==> config.mk <==
export PLATFORM = sky130hd
export DESIGN_NAME = axi4_lite_sfp_mc_flat
export DESIGN_NICKNAME = d
export VERILOG_FILES = /design/src/rtl/axi4_lite_sfp_pkg.sv /design/src/rtl/axi4_lite_sfp_mc_if.sv /design/src/rtl/axi4_lite_sfp_slv_if.sv /design/src/rtl/axi4_lite_sfp_mc.sv /design/src/flat_wrapper.sv
export SDC_FILE = /design/constraint.sdc
export NUM_CORES = 2
export LEC_CHECK = 0
export ABC_AREA = 1
export BUFFER_PORTS_ARGS = -buffer_cell sky130_fd_sc_hd__buf_2
export CAP_MARGIN = 0
export CORE_AREA = 3 3 593 595
export CTS_CLUSTER_SIZE = 25
export DETAILED_ROUTE_END_ITERATION = 12
export DIE_AREA = 0 0 596 598
export PLACE_DENSITY_LB_ADDON = 0.1
export RECOVER_POWER = 50
export SKIP_CTS_REPAIR_TIMING = 1
export SLEW_MARGIN = 10
export SYNTH_ARGS = -nofsm -noshare
export SYNTH_HDL_FRONTEND = slang
export SYNTH_HIERARCHICAL = 1
export SYNTH_SLANG_ARGS = --single-unit
==> constraint.sdc <==
create_clock -name S_AXI_ACLK -period 4.47 [get_ports S_AXI_ACLK]
set_input_delay 0.2235 -clock S_AXI_ACLK [delete_from_list [all_inputs] [get_ports S_AXI_ACLK]]
set_output_delay 0.2235 -clock S_AXI_ACLK [all_outputs]
set_load 0.02 [all_outputs]
==> src/rtl/axi4_lite_sfp_pkg.sv <==
// Shared constants for the multi-channel SFP AXI4-Lite register bank.
// Holds the register word indices, the STATUS bit positions, the AXI response codes and the station window base.
// Holds a helper that expands a byte-lane strobe into a bit mask. There are no ports.
package axi4_lite_sfp_pkg;

   // Register word indices (byte offset >> 2)
   localparam logic [31:0] W_CTRL      = 32'd0;   // 0x00
   localparam logic [31:0] W_ID        = 32'd1;   // 0x04
   localparam logic [31:0] W_M_CMD     = 32'd2;   // 0x08
   localparam logic [31:0] W_M_DATA    = 32'd3;   // 0x0C
   localparam logic [31:0] W_M_GO      = 32'd4;   // 0x10
   localparam logic [31:0] W_S_RSP_LO  = 32'd5;   // 0x14
   localparam logic [31:0] W_S_RSP_HI  = 32'd6;   // 0x18
   localparam logic [31:0] W_S_RSP_GO  = 32'd7;   // 0x1C
   localparam logic [31:0] W_M_RSP_LO  = 32'd8;   // 0x20
   localparam logic [31:0] W_M_RSP_HI  = 32'd9;   // 0x24
   localparam logic [31:0] W_S_CMD     = 32'd10;  // 0x28
   localparam logic [31:0] W_S_DATA    = 32'd11;  // 0x2C
   localparam logic [31:0] W_STATUS    = 32'd12;  // 0x30
   localparam logic [31:0] W_IRQ_EN    = 32'd13;  // 0x34

   // Per-station status words start right after the 16-word control block
   localparam logic [31:0] ST_BASE_BYTE = 32'h40;
   localparam logic [31:0] ST_BASE_W    = ST_BASE_BYTE >> 2;

   // STATUS bit positions
   localparam int ST_M_RSP_NEW = 0;
   localparam int ST_S_CMD_NEW = 1;
   localparam int ST_M_OVR     = 2;
   localparam int ST_S_OVR     = 3;

   localparam logic [1:0] RESP_OKAY   = 2'b00;
   localparam logic [1:0] RESP_SLVERR = 2'b10;

   function automatic logic [31:0] strb_to_mask(input logic [3:0] strb);
      logic [31:0] m;
      for (int b = 0; b < 4; b++) begin
         m[b*8 +: 8] = {8{strb[b]}};
      end
      return m;
   endfunction

endpackage

==> src/rtl/axi4_lite_sfp_mc_if.sv <==
// AXI4-Lite slave bundle for the SFP register bank.
// The slave modport is used by the register bank and the master modport by whatever drives it.
// Ports: AW/W/B/AR/R channels with ADDR_W address and DATA_W data; clock and reset travel separately.
interface axi4_lite_sfp_mc_if #(
   parameter int ADDR_W = 8,
   parameter int DATA_W = 32
);
   logic [ADDR_W-1:0]   awaddr;
   logic [2:0]          awprot;
   logic                awvalid;
   logic                awready;
   logic [DATA_W-1:0]   wdata;
   logic [DATA_W/8-1:0] wstrb;
   logic                wvalid;
   logic                wready;
   logic [1:0]          bresp;
   logic                bvalid;
   logic                bready;
   logic [ADDR_W-1:0]   araddr;
   logic [2:0]          arprot;
   logic                arvalid;
   logic                arready;
   logic [DATA_W-1:0]   rdata;
   logic [1:0]          rresp;
   logic                rvalid;
   logic                rready;

   modport slave (
      input  awaddr, awprot, awvalid, wdata, wstrb, wvalid, bready,
      input  araddr, arprot, arvalid, rready,
      output awready, wready, bresp, bvalid, arready, rdata, rresp, rvalid
   );

   modport master (
      output awaddr, awprot, awvalid, wdata, wstrb, wvalid, bready,
      output araddr, arprot, arvalid, rready,
      input  awready, wready, bresp, bvalid, arready, rdata, rresp, rvalid
   );
endinterface

==> src/rtl/axi4_lite_sfp_slv_if.sv <==
// AXI4-Lite handshake front-end: turns the bus into one-cycle wr_en/rd_en register strobes.
// Latency: AW/W ready one cycle after both valids, B one cycle after accept; AR ready one cycle after valid, R one cycle after accept.
// Backpressure: one write and one read outstanding; a held B or R blocks the next accept on that side.
// Ports: clk/rst_n, s_axi slave modport, wr_* outputs with wr_resp back from decode, rd_* outputs with rd_data/rd_resp back.
module axi4_lite_sfp_slv_if #(
   parameter int AW = 8,
   parameter int DW = 32
) (
   input  logic             clk,
   input  logic             rst_n,
   axi4_lite_sfp_mc_if.slave s_axi,
   output logic             wr_en,
   output logic [AW-1:0]    wr_addr,
   output logic [DW-1:0]    wr_data,
   output logic [DW/8-1:0]  wr_strb,
   input  logic [1:0]       wr_resp,
   output logic             rd_en,
   output logic [AW-1:0]    rd_addr,
   input  logic [DW-1:0]    rd_data,
   input  logic [1:0]       rd_resp
);

   logic          aw_rdy_q, aw_rdy_d;
   logic          bvalid_q, bvalid_d;
   logic [1:0]    bresp_q,  bresp_d;
   logic          ar_rdy_q, ar_rdy_d;
   logic          rvalid_q, rvalid_d;
   logic [1:0]    rresp_q,  rresp_d;
   logic [DW-1:0] rdata_q,  rdata_d;

   logic unused_prot;
   assign unused_prot = ^{s_axi.awprot, s_axi.arprot};

   // Address and data are taken straight from the bus on the accept edge
   assign wr_en   = aw_rdy_q & s_axi.awvalid & s_axi.wvalid;
   assign wr_addr = s_axi.awaddr;
   assign wr_data = s_axi.wdata;
   assign wr_strb = s_axi.wstrb;
   assign rd_en   = ar_rdy_q & s_axi.arvalid;
   assign rd_addr = s_axi.araddr;

   always_comb begin
      aw_rdy_d = 1'b0;
      bvalid_d = bvalid_q;
      bresp_d  = bresp_q;
      ar_rdy_d = 1'b0;
      rvalid_d = rvalid_q;
      rresp_d  = rresp_q;
      rdata_d  = rdata_q;

      // Ready is a single-cycle pulse; never re-armed while a response is pending
      if (s_axi.awvalid && s_axi.wvalid && !bvalid_q && !aw_rdy_q) begin
         aw_rdy_d = 1'b1;
      end
      if (wr_en) begin
         bvalid_d = 1'b1;
         bresp_d  = wr_resp;
      end else if (bvalid_q && s_axi.bready) begin
         bvalid_d = 1'b0;
      end

      if (s_axi.arvalid && !rvalid_q && !ar_rdy_q) begin
         ar_rdy_d = 1'b1;
      end
      if (rd_en) begin
         rvalid_d = 1'b1;
         rresp_d  = rd_resp;
         rdata_d  = rd_data;
      end else if (rvalid_q && s_axi.rready) begin
         rvalid_d = 1'b0;
      end
   end

   always_ff @(posedge clk or negedge rst_n) begin
      if (!rst_n) begin
         aw_rdy_q <= 1'b0;
         bvalid_q <= 1'b0;
         bresp_q  <= 2'b00;
         ar_rdy_q <= 1'b0;
         rvalid_q <= 1'b0;
         rresp_q  <= 2'b00;
         rdata_q  <= '0;
      end else begin
         aw_rdy_q <= aw_rdy_d;
         bvalid_q <= bvalid_d;
         bresp_q  <= bresp_d;
         ar_rdy_q <= ar_rdy_d;
         rvalid_q <= rvalid_d;
         rresp_q  <= rresp_d;
         rdata_q  <= rdata_d;
      end
   end

   assign s_axi.awready = aw_rdy_q;
   assign s_axi.wready  = aw_rdy_q;
   assign s_axi.bvalid  = bvalid_q;
   assign s_axi.bresp   = bresp_q;
   assign s_axi.arready = ar_rdy_q;
   assign s_axi.rvalid  = rvalid_q;
   assign s_axi.rresp   = rresp_q;
   assign s_axi.rdata   = rdata_q;

endmodule

==> src/rtl/axi4_lite_sfp_mc.sv <==
// Multi-channel SFP link-controller register bank: master/slave command and response, station status, sticky events, IRQ.
// Latency: register writes land on the AXI accept edge, so outputs and pulses appear the cycle after; reads are sampled on the AR accept edge.
// Backpressure: the AXI front-end holds B/R until ready and accepts nothing new on that side meanwhile.
// Ports: S_AXI_ACLK/S_AXI_ARESETN, s_axi slave bundle, o_sfp_en/id, master cmd/data/flag and rsp in,
// slave cmd/data in and rsp/flag out, flattened i_ch_status, o_irq.
module axi4_lite_sfp_mc
   import axi4_lite_sfp_pkg::*;
#(
   parameter int C_S_AXI_DATA_WIDTH = 32,
   parameter int C_CH_NUM           = 4,
   parameter int C_CH_REG_NUM       = 9,
   parameter int C_ID_W             = (C_CH_NUM > 1) ? $clog2(C_CH_NUM) : 1,
   parameter int C_S_AXI_ADDR_WIDTH = $clog2(16 + C_CH_NUM*C_CH_REG_NUM) + 2
) (
   input  logic                                 S_AXI_ACLK,
   input  logic                                 S_AXI_ARESETN,
   axi4_lite_sfp_mc_if.slave                    s_axi,
   output logic                                 o_sfp_en,
   output logic [C_ID_W-1:0]                    o_sfp_id,
   output logic [31:0]                          o_m_sfp_cmd,
   output logic [31:0]                          o_m_sfp_data,
   output logic                                 o_m_sfp_flag,
   input  logic [63:0]                          i_m_sfp_rsp,
   input  logic                                 i_m_sfp_rsp_valid,
   input  logic [31:0]                          i_s_sfp_cmd,
   input  logic [31:0]                          i_s_sfp_data,
   input  logic                                 i_s_sfp_valid,
   output logic [63:0]                          o_s_sfp_rsp,
   output logic                                 o_s_sfp_rsp_flag,
   input  logic [C_CH_NUM*C_CH_REG_NUM*32-1:0]  i_ch_status,
   output logic                                 o_irq
);

   localparam int AW       = C_S_AXI_ADDR_WIDTH;
   localparam int DW       = C_S_AXI_DATA_WIDTH;
   localparam int ST_WORDS = C_CH_NUM * C_CH_REG_NUM;

   logic            wr_en, rd_en;
   logic [AW-1:0]   wr_addr, rd_addr;
   logic [DW-1:0]   wr_data, rd_data;
   logic [DW/8-1:0] wr_strb;
   logic [1:0]      wr_resp, rd_resp;

   axi4_lite_sfp_slv_if #(.AW(AW), .DW(DW)) u_slv_if (
      .clk     (S_AXI_ACLK),
      .rst_n   (S_AXI_ARESETN),
      .s_axi   (s_axi),
      .wr_en   (wr_en),
      .wr_addr (wr_addr),
      .wr_data (wr_data),
      .wr_strb (wr_strb),
      .wr_resp (wr_resp),
      .rd_en   (rd_en),
      .rd_addr (rd_addr),
      .rd_data (rd_data),
      .rd_resp (rd_resp)
   );

   logic [1:0]          ctrl_q,      ctrl_d;
   logic [C_ID_W-1:0]   id_q,        id_d;
   logic [31:0]         m_cmd_q,     m_cmd_d;
   logic [31:0]         m_data_q,    m_data_d;
   logic                m_flag_q,    m_flag_d;
   logic [31:0]         s_rsp_lo_q,  s_rsp_lo_d;
   logic [31:0]         s_rsp_hi_q,  s_rsp_hi_d;
   logic [63:0]         s_rsp_q,     s_rsp_d;
   logic                s_flag_q,    s_flag_d;
   logic [63:0]         m_rsp_q,     m_rsp_d;
   logic [31:0]         m_rsp_shd_q, m_rsp_shd_d;
   logic [31:0]         s_cmd_q,     s_cmd_d;
   logic [31:0]         s_data_q,    s_data_d;
   logic [3:0]          status_q,    status_d;
   logic [3:0]          irq_en_q,    irq_en_d;
   logic                irq_q,       irq_d;
   logic [ST_WORDS*32-1:0] st_q,     st_d;

   logic [31:0] wr_idx, rd_idx, wr_mask;

   logic unused_addr_lsb;
   assign unused_addr_lsb = ^{wr_addr[1:0], rd_addr[1:0]};

   assign wr_idx  = 32'(wr_addr[AW-1:2]);
   assign rd_idx  = 32'(rd_addr[AW-1:2]);
   assign wr_mask = strb_to_mask(wr_strb);

   // Write response: only the writable control words answer OKAY
   always_comb begin
      wr_resp = RESP_SLVERR;
      case (wr_idx)
         W_CTRL, W_ID, W_M_CMD, W_M_DATA, W_M_GO, W_S_RSP_LO,
         W_S_RSP_HI, W_S_RSP_GO, W_STATUS, W_IRQ_EN: wr_resp = RESP_OKAY;
         default: wr_resp = RESP_SLVERR;
      endcase
   end

   // Read mux works on pre-edge register values, so a strobe landing on the
   // accept edge is not seen by this read
   always_comb begin
      rd_data = '0;
      rd_resp = RESP_OKAY;
      case (rd_idx)
         W_CTRL:     rd_data = 32'(ctrl_q);
         W_ID:       rd_data = 32'(id_q);
         W_M_CMD:    rd_data = m_cmd_q;
         W_M_DATA:   rd_data = m_data_q;
         W_M_GO, W_S_RSP_GO: rd_data = '0;
         W_S_RSP_LO: rd_data = s_rsp_lo_q;
         W_S_RSP_HI: rd_data = s_rsp_hi_q;
         W_M_RSP_LO: rd_data = m_rsp_q[31:0];
         W_M_RSP_HI: rd_data = m_rsp_shd_q;
         W_S_CMD:    rd_data = s_cmd_q;
         W_S_DATA:   rd_data = s_data_q;
         W_STATUS:   rd_data = 32'(status_q);
         W_IRQ_EN:   rd_data = 32'(irq_en_q);
         default: begin
            rd_resp = RESP_SLVERR;
            for (int k = 0; k < ST_WORDS; k++) begin
               if (rd_idx == ST_BASE_W + 32'(k)) begin
                  rd_data = st_q[k*32 +: 32];
                  rd_resp = RESP_OKAY;
               end
            end
         end
      endcase
   end

   always_comb begin
      ctrl_d      = ctrl_q;
      id_d        = id_q;
      m_cmd_d     = m_cmd_q;
      m_data_d    = m_data_q;
      m_flag_d    = 1'b0;
      s_rsp_lo_d  = s_rsp_lo_q;
      s_rsp_hi_d  = s_rsp_hi_q;
      s_rsp_d     = s_rsp_q;
      s_flag_d    = 1'b0;
      m_rsp_d     = m_rsp_q;
      m_rsp_shd_d = m_rsp_shd_q;
      s_cmd_d     = s_cmd_q;
      s_data_d    = s_data_q;
      status_d    = status_q;
      irq_en_d    = irq_en_q;

      if (wr_en) begin
         case (wr_idx)
            W_CTRL:     ctrl_d     = (ctrl_q & ~wr_mask[1:0]) | (wr_data[1:0] & wr_mask[1:0]);
            W_ID:       id_d       = (id_q & ~wr_mask[C_ID_W-1:0]) | (wr_data[C_ID_W-1:0] & wr_mask[C_ID_W-1:0]);
            W_M_CMD:    m_cmd_d    = (m_cmd_q & ~wr_mask) | (wr_data & wr_mask);
            W_M_DATA:   m_data_d   = (m_data_q & ~wr_mask) | (wr_data & wr_mask);
            W_M_GO:     m_flag_d   = wr_strb[0] & wr_data[0];
            W_S_RSP_LO: s_rsp_lo_d = (s_rsp_lo_q & ~wr_mask) | (wr_data & wr_mask);
            W_S_RSP_HI: s_rsp_hi_d = (s_rsp_hi_q & ~wr_mask) | (wr_data & wr_mask);
            W_S_RSP_GO: begin
               if (wr_strb[0] && wr_data[0]) begin
                  s_flag_d = 1'b1;
                  s_rsp_d  = {s_rsp_hi_q, s_rsp_lo_q};
               end
            end
            W_STATUS:   if (wr_strb[0]) status_d = status_q & ~wr_data[3:0];
            W_IRQ_EN:   irq_en_d   = (irq_en_q & ~wr_mask[3:0]) | (wr_data[3:0] & wr_mask[3:0]);
            default: ;
         endcase
      end

      // Sticky event bits are applied after the W1C so a same-cycle set wins;
      // overrun looks at the pre-clear state
      if (i_m_sfp_rsp_valid) begin
         m_rsp_d                = i_m_sfp_rsp;
         status_d[ST_M_RSP_NEW] = 1'b1;
         if (status_q[ST_M_RSP_NEW]) status_d[ST_M_OVR] = 1'b1;
      end
      if (i_s_sfp_valid) begin
         s_cmd_d                = i_s_sfp_cmd;
         s_data_d               = i_s_sfp_data;
         status_d[ST_S_CMD_NEW] = 1'b1;
         if (status_q[ST_S_CMD_NEW]) status_d[ST_S_OVR] = 1'b1;
      end

      // Latch the high half when the low half is read so the pair is coherent
      if (rd_en && rd_idx == W_M_RSP_LO) begin
         m_rsp_shd_d = m_rsp_q[63:32];
      end
   end

   assign irq_d = |(status_q & irq_en_q);
   assign st_d  = ctrl_q[1] ? st_q : i_ch_status;

   always_ff @(posedge S_AXI_ACLK or negedge S_AXI_ARESETN) begin
      if (!S_AXI_ARESETN) begin
         ctrl_q      <= '0;
         id_q        <= '0;
         m_cmd_q     <= '0;
         m_data_q    <= '0;
         m_flag_q    <= 1'b0;
         s_rsp_lo_q  <= '0;
         s_rsp_hi_q  <= '0;
         s_rsp_q     <= '0;
         s_flag_q    <= 1'b0;
         m_rsp_q     <= '0;
         m_rsp_shd_q <= '0;
         s_cmd_q     <= '0;
         s_data_q    <= '0;
         status_q    <= '0;
         irq_en_q    <= '0;
         irq_q       <= 1'b0;
         st_q        <= '0;
      end else begin
         ctrl_q      <= ctrl_d;
         id_q        <= id_d;
         m_cmd_q     <= m_cmd_d;
         m_data_q    <= m_data_d;
         m_flag_q    <= m_flag_d;
         s_rsp_lo_q  <= s_rsp_lo_d;
         s_rsp_hi_q  <= s_rsp_hi_d;
         s_rsp_q     <= s_rsp_d;
         s_flag_q    <= s_flag_d;
         m_rsp_q     <= m_rsp_d;
         m_rsp_shd_q <= m_rsp_shd_d;
         s_cmd_q     <= s_cmd_d;
         s_data_q    <= s_data_d;
         status_q    <= status_d;
         irq_en_q    <= irq_en_d;
         irq_q       <= irq_d;
         st_q        <= st_d;
      end
   end

   assign o_sfp_en         = ctrl_q[0];
   assign o_sfp_id         = id_q;
   assign o_m_sfp_cmd      = m_cmd_q;
   assign o_m_sfp_data     = m_data_q;
   assign o_m_sfp_flag     = m_flag_q;
   assign o_s_sfp_rsp      = s_rsp_q;
   assign o_s_sfp_rsp_flag = s_flag_q;
   assign o_irq            = irq_q;

endmodule

==> src/flat_wrapper.sv <==
// flat-port wrapper written by rule: the top's interface ports become plain ports
module axi4_lite_sfp_mc_flat import axi4_lite_sfp_pkg::*;
#(
   parameter int C_S_AXI_DATA_WIDTH = 32,
   parameter int C_CH_NUM           = 4,
   parameter int C_CH_REG_NUM       = 9,
   parameter int C_ID_W             = (C_CH_NUM > 1) ? $clog2(C_CH_NUM) : 1,
   parameter int C_S_AXI_ADDR_WIDTH = $clog2(16 + C_CH_NUM*C_CH_REG_NUM) + 2
)
  (S_AXI_ACLK, S_AXI_ARESETN, o_sfp_en, o_sfp_id, o_m_sfp_cmd, o_m_sfp_data, o_m_sfp_flag, i_m_sfp_rsp, i_m_sfp_rsp_valid, i_s_sfp_cmd, i_s_sfp_data, i_s_sfp_valid, o_s_sfp_rsp, o_s_sfp_rsp_flag, i_ch_status, o_irq, s_axi_awaddr, s_axi_awprot, s_axi_awvalid, s_axi_wdata, s_axi_wstrb, s_axi_wvalid, s_axi_bready, s_axi_araddr, s_axi_arprot, s_axi_arvalid, s_axi_rready, s_axi_awready, s_axi_wready, s_axi_bresp, s_axi_bvalid, s_axi_arready, s_axi_rdata, s_axi_rresp, s_axi_rvalid);
  axi4_lite_sfp_mc_if #(.ADDR_W((8)), .DATA_W(32)) s_axi_i ();
  input  logic S_AXI_ACLK;
  input  logic S_AXI_ARESETN;
  output logic o_sfp_en;
  output logic [C_ID_W-1:0] o_sfp_id;
  output logic [31:0] o_m_sfp_cmd;
  output logic [31:0] o_m_sfp_data;
  output logic o_m_sfp_flag;
  input  logic [63:0] i_m_sfp_rsp;
  input  logic i_m_sfp_rsp_valid;
  input  logic [31:0] i_s_sfp_cmd;
  input  logic [31:0] i_s_sfp_data;
  input  logic i_s_sfp_valid;
  output logic [63:0] o_s_sfp_rsp;
  output logic o_s_sfp_rsp_flag;
  input  logic [C_CH_NUM*C_CH_REG_NUM*32-1:0] i_ch_status;
  output logic o_irq;
  input wire logic [$bits(s_axi_i.awaddr)-1:0] s_axi_awaddr;
  input wire logic [$bits(s_axi_i.awprot)-1:0] s_axi_awprot;
  input wire logic [$bits(s_axi_i.awvalid)-1:0] s_axi_awvalid;
  input wire logic [$bits(s_axi_i.wdata)-1:0] s_axi_wdata;
  input wire logic [$bits(s_axi_i.wstrb)-1:0] s_axi_wstrb;
  input wire logic [$bits(s_axi_i.wvalid)-1:0] s_axi_wvalid;
  input wire logic [$bits(s_axi_i.bready)-1:0] s_axi_bready;
  input wire logic [$bits(s_axi_i.araddr)-1:0] s_axi_araddr;
  input wire logic [$bits(s_axi_i.arprot)-1:0] s_axi_arprot;
  input wire logic [$bits(s_axi_i.arvalid)-1:0] s_axi_arvalid;
  input wire logic [$bits(s_axi_i.rready)-1:0] s_axi_rready;
  output wire logic [$bits(s_axi_i.awready)-1:0] s_axi_awready;
  output wire logic [$bits(s_axi_i.wready)-1:0] s_axi_wready;
  output wire logic [$bits(s_axi_i.bresp)-1:0] s_axi_bresp;
  output wire logic [$bits(s_axi_i.bvalid)-1:0] s_axi_bvalid;
  output wire logic [$bits(s_axi_i.arready)-1:0] s_axi_arready;
  output wire logic [$bits(s_axi_i.rdata)-1:0] s_axi_rdata;
  output wire logic [$bits(s_axi_i.rresp)-1:0] s_axi_rresp;
  output wire logic [$bits(s_axi_i.rvalid)-1:0] s_axi_rvalid;
  assign s_axi_i.awaddr = s_axi_awaddr;
  assign s_axi_i.awprot = s_axi_awprot;
  assign s_axi_i.awvalid = s_axi_awvalid;
  assign s_axi_i.wdata = s_axi_wdata;
  assign s_axi_i.wstrb = s_axi_wstrb;
  assign s_axi_i.wvalid = s_axi_wvalid;
  assign s_axi_i.bready = s_axi_bready;
  assign s_axi_i.araddr = s_axi_araddr;
  assign s_axi_i.arprot = s_axi_arprot;
  assign s_axi_i.arvalid = s_axi_arvalid;
  assign s_axi_i.rready = s_axi_rready;
  assign s_axi_awready = s_axi_i.awready;
  assign s_axi_wready = s_axi_i.wready;
  assign s_axi_bresp = s_axi_i.bresp;
  assign s_axi_bvalid = s_axi_i.bvalid;
  assign s_axi_arready = s_axi_i.arready;
  assign s_axi_rdata = s_axi_i.rdata;
  assign s_axi_rresp = s_axi_i.rresp;
  assign s_axi_rvalid = s_axi_i.rvalid;
  axi4_lite_sfp_mc #(.C_S_AXI_DATA_WIDTH(C_S_AXI_DATA_WIDTH), .C_CH_NUM(C_CH_NUM), .C_CH_REG_NUM(C_CH_REG_NUM), .C_ID_W(C_ID_W), .C_S_AXI_ADDR_WIDTH(C_S_AXI_ADDR_WIDTH)) u_core (.S_AXI_ACLK(S_AXI_ACLK), .S_AXI_ARESETN(S_AXI_ARESETN), .s_axi(s_axi_i), .o_sfp_en(o_sfp_en), .o_sfp_id(o_sfp_id), .o_m_sfp_cmd(o_m_sfp_cmd), .o_m_sfp_data(o_m_sfp_data), .o_m_sfp_flag(o_m_sfp_flag), .i_m_sfp_rsp(i_m_sfp_rsp), .i_m_sfp_rsp_valid(i_m_sfp_rsp_valid), .i_s_sfp_cmd(i_s_sfp_cmd), .i_s_sfp_data(i_s_sfp_data), .i_s_sfp_valid(i_s_sfp_valid), .o_s_sfp_rsp(o_s_sfp_rsp), .o_s_sfp_rsp_flag(o_s_sfp_rsp_flag), .i_ch_status(i_ch_status), .o_irq(o_irq));
endmodule
==> out/qor.yml <==
wl_um: 427000
cp_slowest_stage_delay_ns: 2.33
cap_violations: 22
max_freq_ghz: 0.244
drc: 0
status: "finished, violations left"
violations: "capacitance limit, slew limit"
reg2reg_to: "u_core/st_q[489]"
postRouteAntennaNets: 0
placed_cell_area_um2: 83900
drt_first_iter_violations: 4920
routabilityCongestion: 0.900
avgSynthCellArea_um2: 10.9
rsz0062_at_grt: "false"
critPathArrivalTime_ns: 4.86
cts_tree: "yes"
root_buffer: "clkbuf_16"
fp.dieW_um: 596
crit_chain: "buf_4, mux2_2"
crit_path_end_kind: "register"
cts_buffers: 205
slew_headroom: -1.21
nNetsFinal: 10726
clock_path_buffers: 4
reg2reg_slack_ns: 0.37
grt_use_total: 0.227
syn_inst: 6335
final_layout_size_suffix_gt1_frac: 0.365
slew_viol_final: 1389
die_area_um2: 356000
fin_crit_sh: 0.917
p_leak_nw: 46.4
port_buffers: 1511
core_um2: 346000
drt-vias-per-instance: 4.40
htreeDepth: 4
synthesis.area_um2: 68800
grt_antenna_before_repair: 263
ir_drop_uv: 319
power_density_nw_per_um2: 357
num_io_pins: 1522
clkTransAtPathRegs_ns: 0.06
grt_pass1_wl_um: 546000
core.rowCount: 216
grt_max_degree: 138
clock_skew_ns: 0.0520
setup_viol: 0
first_global_vias: 58700
stdcell_area_um2: 104000
cp.buffers_inverters: 1
final_core_util: 0.301
finalCriticalPeriod_ns: 4.10
fin_setup_tns_ns: 0
routed-via-count: 62674
drt_pre_antenna_iters: 6
syn_to_final_growth_pct: 51.9
cp_top_family: "flip-flops"
hold_class: "primary input to async pin"
clkSinkCount: 1559
yosys_warnings: 6
die_y_um: 598
crit_type: "register to register"
hold_violations: 0
tightest_slew_ns: 3.31
crit_path_start_kind: "register"
rr_worst_depth: 2
clock_latency_ns: 0.91
start_util: 0.198
critPathSlowestCell: "dfrtp_1"
cp_data_required_time_ns: 5.23
dp_hpwl_um: 334000
holdWs_ns: 0.00517
overflow: 0
wl_per_cell_um: 30.0
path_max_fanout: 71
## where the power goes
group | internal (mW) | switching, mW
Combinational | 2.21 | 2.75
Sequential | 14.9 | 0.558
Clock | 9.75 | 7.09
Total | 26.9 | 10.4
## per-layer routing
layer	global-route usage	part of all wire	up-vias
met5	0	0.0015	-
met3	0.0640	0.063	740
met4	0.0866	0.038	102
li1	-	-	27866
met2	0.368	0.47	2480
met1	0.284	0.43	31486
## through the flow
step | instances | worst slack [ns] | total power, mW
6_report | 14245 | 0.372 | 37.2
5_1_grt | 14189 | 0.104 | 38.7
4_1_cts | 12733 | 0.0549 | 36.9
3_5_place_dp | 12369 | -0.689 | 19.7
3_3_place_gp | 12367 | -0.704 | 19.6
2_1_floorplan | 6336 | 2.07 | 16.8
## area by class of cell
cell class,count,area [um2]
diodes,131,328
well taps,4578,5730
clock buffers,309,5980
flip-flops and latches,1559,39000
inverters,304,1140
multi-input cells,4072,27200
clock inverters,55,704
fillers,36105,242000
repair buffers,3237,24300
## registers in the layout, indices dropped and copies added, names as in the netlist, 2 cells and up, named ones only
signal and cells:
u_core/m_rsp_q 64, u_core/m_rsp_shd_q 32, u_core/o_s_sfp_rsp 64, u_core/s_cmd_q 32, u_core/s_data_q 32, u_core/st_q 1152, u_core/status_q 4, u_core/u_slv_if/s_axi.bresp 2
u_core/u_slv_if/s_axi.rdata 32, u_core/u_slv_if/s_axi.rresp 2
## worst max-delay path by stage
stage | depth (start not counted) | start | endpoint | slack (ns)
finish | 2 | register | u_core/st_q[489] | 0.37
global route | 24 | u_core/st_q[4] | u_core/u_slv_if/s_axi.rdata[4] | 0.10
CTS | 26 | u_core/st_q[31] | u_core/u_slv_if/s_axi.rdata[31] | 0.05
detailed placement | 32 | s_axi_araddr[6] | u_core/u_slv_if/s_axi.rdata[31] | -0.69
global placement | 29 | s_axi_araddr[6] | u_core/u_slv_if/s_axi.rdata[4] | -0.70
floorplan | 23 | s_axi_araddr[7] | u_core/u_slv_if/s_axi.rdata[29] | 2.07
## layout by cell type (no fill, tap or decap), drive strengths merged
master         count
dlymetal6s4s       1
buf             1807
or2              171
a21oi            200
dlygate4sd3     1381
nor2             222
conb               2
clkbuf           355
clkinv            40
o2111ai           10
clkinvlp           4
o221ai             6
mux2i             25
nor4              16
a221o             13
a22o               5
a31oi              1
o221a             19
o21ai            360
nor3b             12
bufinv             9
nor3              10
dfrtp           1559
nand2           1424
a211oi            11
o22ai             36
a2111oi            6
a221oi           140
mux2            1108
clkdlybuf4s25      2
o211ai             2
nand3            130
o2bb2ai            1
inv              306
o21bai             2
a22oi             30
diode            131
nand4            103
a21boi             7
Note: power is estimated with default switching activity, not from simulation.
